--- config.mk ---
export PLATFORM = sky130hd
export DESIGN_NAME = app_gpio_ctrl
export DESIGN_NICKNAME = d
export VERILOG_FILES = /design/src/rtl/app_gpio_ctrl.sv
export SDC_FILE = /design/constraint.sdc
export NUM_CORES = 1
export LEC_CHECK = 0
export BUFFER_PORTS_ARGS = -buffer_cell sky130_fd_sc_hd__buf_2
export CORE_ASPECT_RATIO = 1.1
export CORE_MARGIN = 1.5
export CORE_UTILIZATION = 50
export CTS_CLUSTER_DIAMETER = 80
export DETAILED_ROUTE_END_ITERATION = 10
export PLACE_DENSITY = 0.76
export SYNTH_ARGS = -nofsm -noshare
export SYNTH_HDL_FRONTEND = slang
export SYNTH_SLANG_ARGS = --single-unit
--- constraint.sdc ---
create_clock -name OPB_CLK -period 5.05 [get_ports OPB_CLK]
set_input_delay 1.01 -clock OPB_CLK [delete_from_list [all_inputs] [get_ports OPB_CLK]]
set_output_delay 1.01 -clock OPB_CLK [all_outputs]
set_load 0.02 [all_outputs]
--- src/rtl/app_gpio_ctrl.sv ---
// GPIO port on the OPB register bus: output register with set/clear, synchronised
// inputs with per-bit edge capture into sticky W1C status, and a masked interrupt.
//
// state  | meaning
// ARMING | post-reset settle; synchronisers filling, edge capture suppressed
// ARMED  | normal operation; enabled edges latch into EDGE_STATUS
module app_gpio_ctrl #(
   parameter int                 NUM_IN      = 18,
   parameter int                 NUM_OUT     = 13,
   parameter int                 SYNC_STAGES = 2,
   parameter logic [NUM_OUT-1:0] OUT_RST_VAL = '0
) (
   input  logic               OPB_CLK,
   input  logic               OPB_RST,
   input  logic [31:0]        OPB_DI,
   input  logic [31:0]        OPB_ADDR,
   output logic [31:0]        OPB_DO,
   input  logic               APP_RE,
   input  logic               APP_WE,
   input  logic [NUM_IN-1:0]  APP_IN,
   output logic [NUM_OUT-1:0] APP_OUT,
   output logic               APP_IRQ
);

   localparam logic [2:0] A_OUT_DATA = 3'd0;
   localparam logic [2:0] A_OUT_SET  = 3'd1;
   localparam logic [2:0] A_OUT_CLR  = 3'd2;
   localparam logic [2:0] A_IN_DATA  = 3'd3;
   localparam logic [2:0] A_EDGE     = 3'd4;
   localparam logic [2:0] A_RISE_EN  = 3'd5;
   localparam logic [2:0] A_FALL_EN  = 3'd6;
   localparam logic [2:0] A_IRQ_EN   = 3'd7;

   localparam int              CNT_W    = $clog2(SYNC_STAGES + 1);
   localparam logic [CNT_W-1:0] ARM_LAST = CNT_W'(SYNC_STAGES);

   typedef enum logic {ARMING = 1'b0, ARMED = 1'b1} arm_state_t;

   arm_state_t arm_state;
   logic [CNT_W-1:0] arm_cnt;

   logic [SYNC_STAGES-1:0][NUM_IN-1:0] sync_q;
   logic [NUM_IN-1:0]  in_sync;
   logic [NUM_IN-1:0]  in_prev;
   logic [NUM_OUT-1:0] out_data;
   logic [NUM_IN-1:0]  edge_status;
   logic [NUM_IN-1:0]  rise_en;
   logic [NUM_IN-1:0]  fall_en;
   logic [NUM_IN-1:0]  irq_en;
   logic [NUM_IN-1:0]  w1c_mask;
   logic [NUM_IN-1:0]  edge_hit;
   logic [NUM_IN-1:0]  edge_next;
   logic [31:0]        rd_data;
   logic [2:0]         reg_sel;
   logic               bus_unused;

   assign reg_sel    = OPB_ADDR[4:2];
   assign in_sync    = sync_q[SYNC_STAGES-1];
   assign APP_OUT    = out_data;
   assign bus_unused = ^{OPB_ADDR[31:5], OPB_ADDR[1:0], OPB_DI};

   always_ff @(posedge OPB_CLK or posedge OPB_RST) begin
      if (OPB_RST) begin
         sync_q  <= '0;
         in_prev <= '0;
      end else begin
         sync_q[0] <= APP_IN;
         for (int k = 1; k < SYNC_STAGES; k++) begin
            sync_q[k] <= sync_q[k-1];
         end
         in_prev <= in_sync;
      end
   end

   // Counts SYNC_STAGES+1 clocks so the chains and in_prev hold real pin values
   // before the first compare; pins tied high then never look like a rise.
   always_ff @(posedge OPB_CLK or posedge OPB_RST) begin
      if (OPB_RST) begin
         arm_state <= ARMING;
         arm_cnt   <= '0;
      end else begin
         case (arm_state)
            ARMING: begin
               if (arm_cnt == ARM_LAST) begin
                  arm_state <= ARMED;
               end else begin
                  arm_cnt <= arm_cnt + CNT_W'(1);
               end
            end
            ARMED: arm_state <= ARMED;
            default: arm_state <= ARMING;
         endcase
      end
   end

   always_comb begin
      w1c_mask = '0;
      if (APP_WE && (reg_sel == A_EDGE)) begin
         w1c_mask = OPB_DI[NUM_IN-1:0];
      end
      edge_hit = '0;
      if (arm_state == ARMED) begin
         edge_hit = (in_sync & ~in_prev & rise_en) | (~in_sync & in_prev & fall_en);
      end
      // A new edge beats a same-cycle clear so it is never lost.
      edge_next = (edge_status & ~w1c_mask) | edge_hit;
   end

   always_comb begin
      rd_data = '0;
      case (reg_sel)
         A_OUT_DATA: rd_data[NUM_OUT-1:0] = out_data;
         A_IN_DATA:  rd_data[NUM_IN-1:0]  = in_sync;
         A_EDGE:     rd_data[NUM_IN-1:0]  = edge_status;
         A_RISE_EN:  rd_data[NUM_IN-1:0]  = rise_en;
         A_FALL_EN:  rd_data[NUM_IN-1:0]  = fall_en;
         A_IRQ_EN:   rd_data[NUM_IN-1:0]  = irq_en;
         default:    rd_data = '0;
      endcase
   end

   always_ff @(posedge OPB_CLK or posedge OPB_RST) begin
      if (OPB_RST) begin
         OPB_DO      <= '0;
         out_data    <= OUT_RST_VAL;
         edge_status <= '0;
         rise_en     <= '0;
         fall_en     <= '0;
         irq_en      <= '0;
         APP_IRQ     <= 1'b0;
      end else begin
         if (APP_RE) begin
            OPB_DO <= rd_data;
         end
         if (APP_WE) begin
            case (reg_sel)
               A_OUT_DATA: out_data <= OPB_DI[NUM_OUT-1:0];
               A_OUT_SET:  out_data <= out_data | OPB_DI[NUM_OUT-1:0];
               A_OUT_CLR:  out_data <= out_data & ~OPB_DI[NUM_OUT-1:0];
               A_RISE_EN:  rise_en  <= OPB_DI[NUM_IN-1:0];
               A_FALL_EN:  fall_en  <= OPB_DI[NUM_IN-1:0];
               A_IRQ_EN:   irq_en   <= OPB_DI[NUM_IN-1:0];
               default: ;
            endcase
         end
         edge_status <= edge_next;
         APP_IRQ     <= |(edge_status & irq_en);
      end
   end

endmodule

==> impl_metrics.yaml <==
die:
  ios: 132
  die_h_um: 125.7
  die_x_um: 114.6
  core-area_mm2: 0.01327
  start_util: 0.5160
  dieArea_mm2: 0.01440
  rows: 44
detailed_routing:
  drt-met1-wl_um: 6808
  remaining_drc_errors: 0
  ant_nets: 0
  wl_um: 16740
  drtIter0Drc: 302
  avgViaCountPerCell: 5.899
  wl_per_cell_um: 20.61
  route.met3.wl_um: 1074
  first_pass_iters: 5
  maxUsedRoutingLayer: "met5"
  wl_met2_um: 8483
  vias: 4790
timing:
  slew_headroom: 0.1144
  finalSetupTns_ns: 0
  fin_crit_sh: 0.5328
  final-setup-viol-count: 0
  max_freq_mhz: 371.7
  slew_viol_final: 0
  hold_viol: 0
  rsz0062_at_grt: "false"
  layout_min_cycle_time_ns: 2.690
  fin_skew_ns: 0.007910
  tightest_slew_ns: 1.324
logic_synthesis:
  synth_largest_area_cell: "dfrtp_1"
  synth.area.mux_share: 0.1338
  ys_ff_latch: 161
  synth_top_area_share: 0.5885
  synth_top_family_by_area: "compound AO/OA/AOI/OAI gates"
  synthCells: 545
  seq_area_frac_synth: 0.5885
  synthTopCellsByArea: "dfrtp_1 (59%), mux2_1 (7.1%), a22o_1 (5.6%)"
  synth_area_mm2: 0.006847
  synth_fa_ha_area_frac: 0.001827
  synth_xor_xnor_area_share: 0.002558
  avgSynthCellArea_um2: 12.56
  yosysWarnings: 0
  synth-simple-area-share: 0.09357
  synth_cell_type_count: 45
  synth_compound_area_frac: 0.1376
setup_path:
  crit_arrival_ns: 3.03
  cp.required_ns: 5.39
  crit_path_end_kind: "register"
  cp_max_fo: 32
  cp-start-kind: "input port"
  path_class: "input port to register"
  reg2reg_depth: 3
global_route:
  antenna_found_initial: 1
  grt_max_degree: 79
  grt_pass1_wl_um: 26750
  globalRouteTotalUtil: 0.2473
  grt_pass1_vias: 5070
  gr-total-overflow: 0
place:
  portBuffers: 74
  place.gp.congestion: 0.8508
  hpwl_um: 10530
  placed_cell_area_mm2: 0.007291
pwr:
  power_density_mw_per_mm2: 442.6
  p_leak_nw: 3.535
  ir_worst_vdd_mv: 0.2597
cts:
  cts_num_sinks: 161
  insertion_delay_ns: 0.43
  numCtsBuffers: 17
  clockRootBuffer: "clkbuf_16"
  post-cts-setup-buffers: 0
  holdBufCountCts: 0
  path_clk_slew_ns: 0.07
  ctsResizeCount: 0
  htree_num_levels: 4
  cts_tree: "done"
  cts_buffer_depth: 2
cells_and_area:
  layout-drive-gt1-share: 0.2293
  fill_cells: 1039
  antenna_cells: 0
  multi_input_area_mm2: 0.002581
  regArea_mm2: 0.004029
  syn_to_final_growth_pct: 15.99
  final_util: 0.5985
  final_area_mm2: 0.007941
  finalNetCount: 702
run:
  drv_cap: 0
status:
  status: "finished, final reports clean"
hold_path:
  hold_class: "register to register"
  whs_path_depth: 0
==> worst paths after layout <==
| check | start | endpoint | slack, ns |
|---|---|---|---|
| setup reg to reg | arm_state | arm_cnt[1] | 3.57 |
| max in group asynchronous | OPB_RST | OPB_DO[8] | 3.24 |
| min in group asynchronous | OPB_RST | sync_q[6] | 0.76 |
| hold reg to reg | sync_q[0] | in_sync[0] | 0.34 |
| setup / recovery | OPB_ADDR[2] | OPB_DO[10] | 2.36 |
| hold / removal | sync_q[0] | in_sync[0] | 0.34 |
==> cell families (layout without fill, tap and decap cells) <==
family / Yosys count / after routing
flops: 161 / 161
compound gates: 132 / 132
simple gates: 122 / 122
mux: 78 / 78
buf+inv: 48 / 118
xor+xnor: 2 / 2
fa+ha+maj: 1 / 1
other cells: 1 / 14
==> routing by layer <==
layer,vias up,global-route usage
met3,35,0.05101
li1,2106,-
met5,-,0
met4,2,0.1118
met1,2452,0.3117
met2,195,0.4111
==> report_power, final <==
group	switching, mW	leakage, nW	internal [mW]	total, mW
Combinational	0.265	1.35	0.226	0.491
Sequential	0.147	1.88	1.47	1.61
Clock	0.518	0.306	0.891	1.41
==> registers in the layout, summed over array words and instances, names as in the netlist, 2 cells and up <==
signal / flops
OPB_DO: 18
edge_status: 18
fall_en: 18
in_prev: 18
in_sync: 18
irq_en: 18
rise_en: 18
sync_q: 18
APP_OUT: 13
arm_cnt: 2
==> synth_stat cells, drive strengths merged <==
library cell	n
inv	7
nand3	6
o22a	2
nand2	52
a311oi	2
a21o	1
xnor2	2
o22ai	1
nand2b	2
o2bb2ai	5
and2b	1
a31oi	11
mux2i	9
mux2	65
nand3b	19
clkbuf	7
conb	1
buf	34
a222oi	1
nor2b	12
a221oi	8
ha	1
nor2	23
mux4	4
a22o	44
a22oi	8
o21a	1
nand4	2
or2	1
o21ai	38
dfrtp	161
and3	2
and2	2
o32ai	2
a21oi	8
==> final cells by class <==
class,instances,share of cell area
Sequential cell,161,0.5073
Multi-Input combinational cell,349,0.3250
Clock buffer,19,0.05577
Timing Repair Buffer,79,0.05294
Tap cell,184,0.02899
Clock inverter,13,0.02615
Inverter,7,0.003781
==> critical path, cell delays in order <==
cell and delay (ns):
buf_2 0.36, nor2_1 1.12, a22o_1 0.26, a221oi_1 0.08, a21oi_1 0.19
==> per-stage QoR <==
step	hold slack [ns]	power, mW	cells	setup slack, ns
6_report	0.3403	3.515	812	2.360
5_1_grt	0.3451	3.647	812	2.265
4_1_cts	0.3402	3.529	812	2.439
3_5_place_dp	0.3347	2.121	780	1.987
3_3_place_gp	0.3318	2.089	780	2.035
2_1_floorplan	0.3312	1.947	558	1.997
==> cells in the final DEF, fill, tap and decap left out, types with 4 or more instances in the layout <==
cell and instances:
buf_4 4, mux2i_1 9, bufinv_16 5, nand3b_1 19, nor2b_1 12, buf_2 74
a31oi_1 11, o21ai_0 34, dfrtp_1 161, inv_1 4, a22oi_1 8, a22o_1 44
o2bb2ai_1 5, nand2_1 52, mux2_1 43, mux4_2 4, nor2_1 22, clkbuf_16 17
o21ai_1 4, nand3_1 4, a221oi_1 8, conb_1 14, clkinvlp_4 5, mux2_2 21
a21oi_1 8
(Power assumes the default switching activity.)
